### config.mk
export PLATFORM = sky130hd
export DESIGN_NAME = vga_rx_check_flat
export DESIGN_NICKNAME = d
export VERILOG_FILES = /design/src/rtl/vga_rx_check_if.sv /design/src/rtl/vga_rx_check.sv /design/src/flat_wrapper.sv
export SDC_FILE = /design/constraint.sdc
export NUM_CORES = 1
export LEC_CHECK = 0
export CAP_MARGIN = 20
export CORE_MARGIN = 2
export CORE_UTILIZATION = 60
export CTS_CLUSTER_SIZE = 40
export DETAILED_ROUTE_END_ITERATION = 8
export GPL_ROUTABILITY_DRIVEN = 0
export HOLD_SLACK_MARGIN = 0.1
export PLACE_DENSITY_LB_ADDON = 0.2
export SYNTH_ARGS = -nofsm -noshare
export SYNTH_HDL_FRONTEND = slang
export SYNTH_SLANG_ARGS = --single-unit
### constraint.sdc
create_clock -name clk -period 4.5 [get_ports clk]
set_clock_uncertainty 0.15 [all_clocks]
set_input_delay 0.675 -clock clk [delete_from_list [all_inputs] [get_ports clk]]
set_output_delay 0.675 -clock clk [all_outputs]
set_load 0.01 [all_outputs]
### src/rtl/vga_rx_check_if.sv
// vga_rx_check_if: VGA sink bundle of active-low syncs and packed RRGGBB pixel
interface vga_rx_check_if;
  logic       hsync_n;
  logic       vsync_n;
  logic [5:0] rgb;
  modport master (output hsync_n, vsync_n, rgb);
  modport slave  (input hsync_n, vsync_n, rgb);
endinterface

### src/rtl/vga_rx_check.sv
// vga_rx_check: recovers VGA position from sync edges, checks timing, tracks lock, checksums frames
module vga_rx_check #(
  parameter int H_VIEW       = 640,
  parameter int H_SYNC_START = 656,
  parameter int H_SYNC_W     = 96,
  parameter int H_TOTAL      = 800,
  parameter int V_VIEW       = 480,
  parameter int V_SYNC_START = 490,
  parameter int V_TOTAL      = 525
) (
  input  logic             clk,
  input  logic             reset_n,
  vga_rx_check_if.slave    vga,
  output logic [9:0]       rx_hpos,
  output logic [9:0]       rx_vpos,
  output logic [5:0]       rx_rgb,
  output logic             rx_visible,
  output logic             locked,
  output logic             frame_done,
  output logic [15:0]      frame_sum,
  output logic             err,
  output logic [7:0]       err_count
);
  typedef enum logic [1:0] {SEARCH, TRACK, LOCKED} state_t;
  state_t      state;
  logic        s1_hs, s1_vs, s2_hs, s2_vs;
  logic [5:0]  s1_rgb;
  logic [1:0]  primed;
  logic        hs_seen, vs_seen, hw_arm, ferr;
  logic [11:0] line_cnt, hw_cnt;
  logic [10:0] fl_cnt;
  logic [15:0] acc;
  logic        hs_edge, hs_release, vs_edge, h_step, line_err, hw_err, fl_ok, fl_err, e_now, vis_n;
  logic [9:0]  hpos_n, vpos_n;
  // primed keeps edges quiet until S1 and S2 both hold real samples after reset
  always_comb begin
    hs_edge    = primed[1] && !s1_hs && s2_hs;
    hs_release = primed[1] && s1_hs && !s2_hs;
    vs_edge    = primed[1] && !s1_vs && s2_vs;
    h_step     = !hs_edge && rx_hpos == 10'(H_TOTAL - 1);
    hpos_n     = hs_edge ? 10'(H_SYNC_START) : h_step ? 10'd0 : rx_hpos + 10'd1;
    vpos_n     = vs_edge ? 10'(V_SYNC_START) : !h_step ? rx_vpos :
                 rx_vpos == 10'(V_TOTAL - 1) ? 10'd0 : rx_vpos + 10'd1;
    vis_n      = hpos_n < 10'(H_VIEW) && vpos_n < 10'(V_VIEW);
    line_err   = hs_edge && hs_seen && line_cnt != 12'(H_TOTAL);
    hw_err     = hs_release && hw_arm && hw_cnt != 12'(H_SYNC_W);
    fl_ok      = fl_cnt == 11'(V_TOTAL);
    fl_err     = vs_edge && vs_seen && !fl_ok;
    e_now      = line_err || hw_err || fl_err;
  end
  always_ff @(posedge clk or negedge reset_n)
    if (!reset_n) begin
      {s1_hs, s1_vs, s2_hs, s2_vs} <= '1;
      s1_rgb     <= '0;
      primed     <= '0;
      rx_hpos    <= '0;
      rx_vpos    <= '0;
      rx_rgb     <= '0;
      rx_visible <= 1'b0;
      hs_seen    <= 1'b0;
      vs_seen    <= 1'b0;
      hw_arm     <= 1'b0;
      line_cnt   <= '0;
      hw_cnt     <= '0;
      fl_cnt     <= '0;
      acc        <= '0;
      err        <= 1'b0;
      err_count  <= '0;
    end else begin
      s1_hs      <= vga.hsync_n;
      s1_vs      <= vga.vsync_n;
      s1_rgb     <= vga.rgb;
      s2_hs      <= s1_hs;
      s2_vs      <= s1_vs;
      primed     <= {primed[0], 1'b1};
      rx_hpos    <= hpos_n;
      rx_vpos    <= vpos_n;
      rx_rgb     <= s1_rgb;
      rx_visible <= vis_n;
      hs_seen    <= hs_seen || hs_edge;
      vs_seen    <= vs_seen || vs_edge;
      hw_arm     <= hs_edge || (hw_arm && !hs_release);
      line_cnt   <= hs_edge ? 12'd1 : line_cnt + 12'(line_cnt != '1);
      hw_cnt     <= hs_edge ? 12'd1 : hw_cnt + 12'(hw_cnt != '1);
      fl_cnt     <= vs_edge ? 11'(hs_edge) : fl_cnt + 11'(hs_edge && fl_cnt != '1);
      acc        <= vs_edge ? '0 : vis_n ? {acc[14:0], acc[15]} ^ {10'b0, s1_rgb} : acc;
      err        <= e_now;
      err_count  <= err_count + 8'(e_now && err_count != '1);
    end
  // a frame-length error at vs_edge belongs to the frame just closed, so the vs branch wins over setting ferr
  always_ff @(posedge clk or negedge reset_n)
    if (!reset_n) begin
      state      <= SEARCH;
      locked     <= 1'b0;
      ferr       <= 1'b0;
      frame_done <= 1'b0;
      frame_sum  <= '0;
    end else begin
      frame_done <= vs_edge && state != SEARCH;
      if (vs_edge && state != SEARCH) frame_sum <= acc;
      if (state == SEARCH) begin
        if (vs_edge) begin
          state <= TRACK;
          ferr  <= 1'b0;
        end
      end else if (state == TRACK) begin
        if (vs_edge && !ferr && fl_ok) begin
          state  <= LOCKED;
          locked <= 1'b1;
        end else if (vs_edge) ferr <= 1'b0;
        else if (e_now) ferr <= 1'b1;
      end else if (err || state != LOCKED) begin
        state  <= SEARCH;
        locked <= 1'b0;
      end
    end
endmodule

### src/flat_wrapper.sv
// flat-port wrapper written by rule: the top's interface ports become plain ports
module vga_rx_check_flat 
#(
  parameter int H_VIEW       = 640,
  parameter int H_SYNC_START = 656,
  parameter int H_SYNC_W     = 96,
  parameter int H_TOTAL      = 800,
  parameter int V_VIEW       = 480,
  parameter int V_SYNC_START = 490,
  parameter int V_TOTAL      = 525
)
  (clk, reset_n, rx_hpos, rx_vpos, rx_rgb, rx_visible, locked, frame_done, frame_sum, err, err_count, vga_hsync_n, vga_vsync_n, vga_rgb);
  vga_rx_check_if vga_i ();
  input  logic clk;
  input  logic reset_n;
  output logic [9:0] rx_hpos;
  output logic [9:0] rx_vpos;
  output logic [5:0] rx_rgb;
  output logic rx_visible;
  output logic locked;
  output logic frame_done;
  output logic [15:0] frame_sum;
  output logic err;
  output logic [7:0] err_count;
  input wire logic [$bits(vga_i.hsync_n)-1:0] vga_hsync_n;
  input wire logic [$bits(vga_i.vsync_n)-1:0] vga_vsync_n;
  input wire logic [$bits(vga_i.rgb)-1:0] vga_rgb;
  assign vga_i.hsync_n = vga_hsync_n;
  assign vga_i.vsync_n = vga_vsync_n;
  assign vga_i.rgb = vga_rgb;
  vga_rx_check #(.H_VIEW(H_VIEW), .H_SYNC_START(H_SYNC_START), .H_SYNC_W(H_SYNC_W), .H_TOTAL(H_TOTAL), .V_VIEW(V_VIEW), .V_SYNC_START(V_SYNC_START), .V_TOTAL(V_TOTAL)) u_core (.clk(clk), .reset_n(reset_n), .vga(vga_i), .rx_hpos(rx_hpos), .rx_vpos(rx_vpos), .rx_rgb(rx_rgb), .rx_visible(rx_visible), .locked(locked), .frame_done(frame_done), .frame_sum(frame_sum), .err(err), .err_count(err_count));
endmodule
* After elaboration in Yosys (flattened, before gate mapping)
Index checks and enable logic that the tools add are counted.
** Word-level totals
- Register bits :: 123
- Input port bits :: 10
- Output and inout bits :: 54
- Logic and storage cells :: 116
** Operators by class
- Add/sub/neg operators :: 6
- Magnitude comparators :: 2
- Equality and inequality tests :: 15
- Mux-type cells :: 24
- Bitwise logic cells :: 2
- Reductions and logical operators :: 43
** Operators with widths (number)
- $mux W10 :: 5
- $mux W16 :: 2
- $add A12 B1 Y12 :: 2
- $mux W12 :: 2
- $ne A12 B12 Y1 const B :: 2
- $add A10 B1 Y10 const B :: 2
- $eq A10 B10 Y1 const B :: 2
- $logic_and A1 B1 Y1 :: 20
- $xor A16 B6 Y16 :: 1
- $ne A12 B10 Y1 const B :: 1
- $ne A12 B7 Y1 const B :: 1
- $add A11 B1 Y11 :: 1
- $eq A11 B10 Y1 const B :: 1
- $mux W11 :: 1
- $ne A11 B11 Y1 const B :: 1
- $lt A10 B10 Y1 const B :: 1
- $lt A10 B9 Y1 const B :: 1
- $mux W2 :: 5
- $reduce_bool A2 Y1 :: 5
- $mux W1 :: 9
- $add A8 B1 Y8 :: 1
- $ne A8 B8 Y1 const B :: 1
- $logic_not A1 Y1 :: 7
- $logic_or A1 B1 Y1 :: 6
- other kinds (9) :: 12

* Logic depth before layout (Yosys ltp)
- Depth after elaboration :: 12
- Depth in mapped cells :: 11
- Mapped depth without buffers :: 11

* Worst setup path before layout
OpenSTA, ideal clock, no wires.
- Kind :: register to register
- From :: register u_core.rx_hpos[0]
- To :: register u_core.acc[10]
- Library setup time :: 0.125 ns
- Arrival :: 2.488 ns
- Required time :: 4.225 ns
- Slack :: 1.737 ns
- Cell stages (with the launch flop) :: 11
- Buffers on the path :: 2
- Clock period less this slack :: 2.763 ns
- Cells stage by stage :: dfrtp_1 > ha_1 > nand4_1 > or4_1 > buf_2 > nor4_2 > a31oi_1 > o311a_1 > o21ai_2 > buf_6 > mux2_4
** On the way
- Word-level cells in the longest chain between the ends :: 7
- Elaborated cells on any way between the ends :: 11
- Classes of those cells :: add/sub (1); order compare (2); eq/ne (1); mux (4); reduce/logical (3)
** Ends and longest elaborated chain
- from (decl) :: line vga_rx_check.sv:14 : output logic [9:0] rx_hpos,
- from (signal assigned) :: line vga_rx_check.sv:76 : rx_hpos <= hpos_n;
- branches (longest 5 deep; another with $add A10 B1 Y10)
- $logic_and A1 B1 Y1 * :: line vga_rx_check.sv:44 : vis_n = hpos_n < 10'(H_VIEW) && vpos_n < 10'(V_VIEW);
- $reduce_bool A2 Y1 (no source line) *
- to (signal assigned) :: line vga_rx_check.sv:86 : acc <= vs_edge ? '0 : vis_n ? {acc[14:0], acc[15]} ^ {10'b0, s1_rgb} : acc;
- to (decl) :: line vga_rx_check.sv:32 : logic [15:0] acc;
Mark *: on every way between the ends.
A chain may end at the register's enable or synchronous reset.

* Worst setup path in the final report
- From :: register u_core.rx_hpos[0]
- To :: register u_core.acc[4]
** On the way
- Word-level cells in the longest chain between the ends :: 7
- Elaborated cells on any way between the ends :: 11
- Classes of those cells :: add/sub (1); order compare (2); eq/ne (1); mux (4); reduce/logical (3)
** Ends and longest elaborated chain
- branches (longest 5 deep; another with $add A10 B1 Y10)
- $logic_and A1 B1 Y1 * :: line vga_rx_check.sv:44
- net u_core.vis_n :: line vga_rx_check.sv:33 : logic hs_edge, hs_release, vs_edge, h_step, line_err, hw_err, fl_ok, fl_err, e_now, vis_n;
- $reduce_bool A2 Y1 (no source line) *
Mark *: on every way through the listed nets, which the timed path passes.

==> flow_summary.yaml <==
global_routing:
  grt_start_max_net_pins: 55
  grt_pass1_vias: 3932
  grt_pass1_wl_um: 18800
  grt_usage_pct: 24.5
  gr-total-overflow: 0
  antenna_found_initial: 0
run:
  maxCapViolations: 0
synthesis:
  synthMuxAreaShare_pct: 7.23
  ys_seq_area_share_pct: 57.7
  synth_compound_area_share_pct: 5.15
  synth_area_per_cell_um2: 11.2
  syn_area_um2: 5350
  synth_flop_cell: "dfrtp_1"
  synth_xor_area_share_pct: 7.21
  synth_fa_ha_area_share_pct: 2.57
  syn_nets: 499
  synth_edf_count: 0
  syn_inst: 478
  synth_top_family_by_area: "simple AND/OR/NAND/NOR gates"
  synthArstFlopShare_pct: 100
  synthSimpleGateAreaFrac_pct: 17.9
  synth-seq-cells: 123
  ys_types: 50
  yosys_warnings: 0
drt:
  routedWlPerCell_um: 16.3
  antenna_left: 0
  drt_iter0_drc: 209
  drt-vias-per-instance: 5.65
  drtPass1Iterations: 4
  num_vias: 3821
  post-route-drc-count: 0
  routed_wl_um: 11000
cts:
  clock_latency_ns: 0.51
  post_cts_resized: 0
  cts_made_buffers: 17
  clkTransAtPathRegs_ns: 0.06
  cts_tree: "built"
  clkSinkCount: 123
  h-tree-depth: 4
  root_buffer: "clkbuf_8"
  ctsLongestPathBuffers: 2
worst_setup_path:
  required_ns: 4.77
  path_class: "register to register"
  critPathArrivalTime_ns: 3.62
  worstSetupStartpointType: "register"
  crit_fanout: 11
  endpoint_kind: "register"
finish:
  layout_common_cells: "dfrtp_1, clkdlybuf4s50_1, nor2_1, nand2_1"
  fin_area_um2: 6760
  seq_area_um2: 3080
  diodes: 0
  layout_commonest_cell: "dfrtp_1"
  multi_input_area_um2: 2140
  nets: 576
  nFillCells: 554
  syn2layout_area_growth_pct: 26.5
  layout-drive-gt1-share_pct: 13.0
die:
  initial_core_util_pct: 61.6
  core_area_um2: 8680
  die_area_um2: 9680
  die_w_um: 98.4
  row_count: 34
  ioPinCount: 64
  die_h_um: 98.4
sta:
  max_freq_mhz: 299
  slew_headroom_pct: 48.9
  rsz0062_at_grt: "no"
  final_hold_viol_count: 0
  period_minus_slack_ns: 3.35
  whs_ns: 0.209
  fin_crit_sh_pct: 74.4
  worst_pin_slew_ns: 0.766
  finalSetupTns_ns: 0
  slew_violations: 0
  finalSetupViolCount: 0
power_and_ir_drop:
  power.density_nw_per_um2: 484
  ir_drop_mv: 0.470
  leakage_nw: 3.03
placement:
  dp_hpwl_um: 6920
  postPlaceCellArea_um2: 6100
  io_buffers: 63
status:
  status: "completed"
worst_hold_path:
  hp-class: "register to register"
timing repair:
item,CTS,global route
hold endpoints to repair,52,0
hold buffers,1,0
setup endpoints to repair,0,0
setup buffers,0,0
critical path: stages, from the launching register on:
cell     delay (ns)
dfrtp_1        0.40
ha_1           0.25
nand4_1        0.16
or4_1          0.63
nor4_2         0.30
a31oi_1        0.07
o311a_1        0.16
o21ai_2        0.63
inv_2          0.26
mux2i_1        0.24
path summary, 6_finish.rpt:
kind                                              from  slack [ns]  cells past startpoint                           to
max                        u_core.rx_hpos[0]$_DFF_PN0_        1.15                      9    u_core.acc[4]$_DFFE_PN0P_
min reg2reg                 u_core.primed[0]$_DFF_PN0_        0.21                      0   u_core.primed[1]$_DFF_PN0_
max reg2reg                u_core.rx_hpos[0]$_DFF_PN0_        1.15                      9    u_core.acc[4]$_DFFE_PN0P_
min                         u_core.primed[0]$_DFF_PN0_        0.21                      0   u_core.primed[1]$_DFF_PN0_
min in group asynchronous                      reset_n        0.60                      2  u_core.rx_hpos[4]$_DFF_PN0_
max in group asynchronous                      reset_n        2.61                      3       u_core.s2_vs$_DFF_PN1_
per-stage QoR:
step	power, mW	setup slack, ns	instances	util [%]
final	3.27	1.15	676	77.9
after global routing	3.42	1.01	676	77.9
after CTS	3.30	1.16	676	77.9
after detailed placement	1.81	1.24	643	70.3
after global placement	1.79	1.34	643	70.3
after floorplan	1.58	1.74	478	-
registers in the layout, indices dropped and copies added (netlist names), 2 cells and up:
| signal | flops |
|---|---|
| u_core.line_cnt | 12 |
| u_core.rx_vpos | 10 |
| u_core.frame_sum | 16 |
| u_core.s1_rgb | 6 |
| u_core.fl_cnt | 11 |
| u_core.rx_rgb | 6 |
| u_core.acc | 16 |
| u_core.err_count | 8 |
| u_core.rx_hpos | 10 |
| u_core.hw_cnt | 12 |
| u_core.state | 2 |
| u_core.primed | 2 |
layer usage:
metal	share of wire [%]	track usage, %
met2	51	40.5
met1	43	30.8
met3	4.3	7.09
met5	0	0
met4	2.1	9.48
cell usage after synthesis (4+ instances only):
cell type / n / area, um2
or3_1: 8 / 50.1
nor3_1: 7 / 35.0
inv_1: 15 / 56.3
or2_2: 5 / 31.3
nand2_1: 43 / 161
o21ai_0: 16 / 80.1
and4_1: 4 / 35.0
xnor2_1: 20 / 175
a21oi_1: 15 / 75.1
xor2_1: 24 / 210
clkbuf_1: 10 / 37.5
nor4_1: 6 / 37.5
dfrtp_1: 119 / 2980
mux2_2: 17 / 191
ha_1: 11 / 138
mux2i_1: 12 / 120
nand4_1: 13 / 81.3
nand3_1: 24 / 120
nor2_1: 52 / 195
mux2_4: 5 / 75.1
dfstp_2: 4 / 105
and3_1: 8 / 50.1
power by group:
| group | switching [mW] | internal, mW |
|---|---|---|
| Clock | 0.475 | 1.00 |
| Sequential | 0.140 | 1.23 |
| Combinational | 0.192 | 0.233 |
| Total | 0.807 | 2.47 |
cell type report:
cell class | instances | share of cell area [%]
flip-flops and latches | 123 | 45.6
multi-input cells | 326 | 31.7
repair buffers | 71 | 10.2
clock buffers | 22 | 6.85
clock inverters | 10 | 2.76
well taps | 108 | 2.00
inverters | 16 | 0.888
logic make-up after synthesis:
logic type,Yosys count
AOI/OAI and AO/OA,46
xor gates and xnor gates,44
adders and majority gates,11
buffers and inverters,29
DFF,123
muxes,34
other,1
and+or+nand+nor,190
No activity file was read; power rests on OpenSTA's default activity.
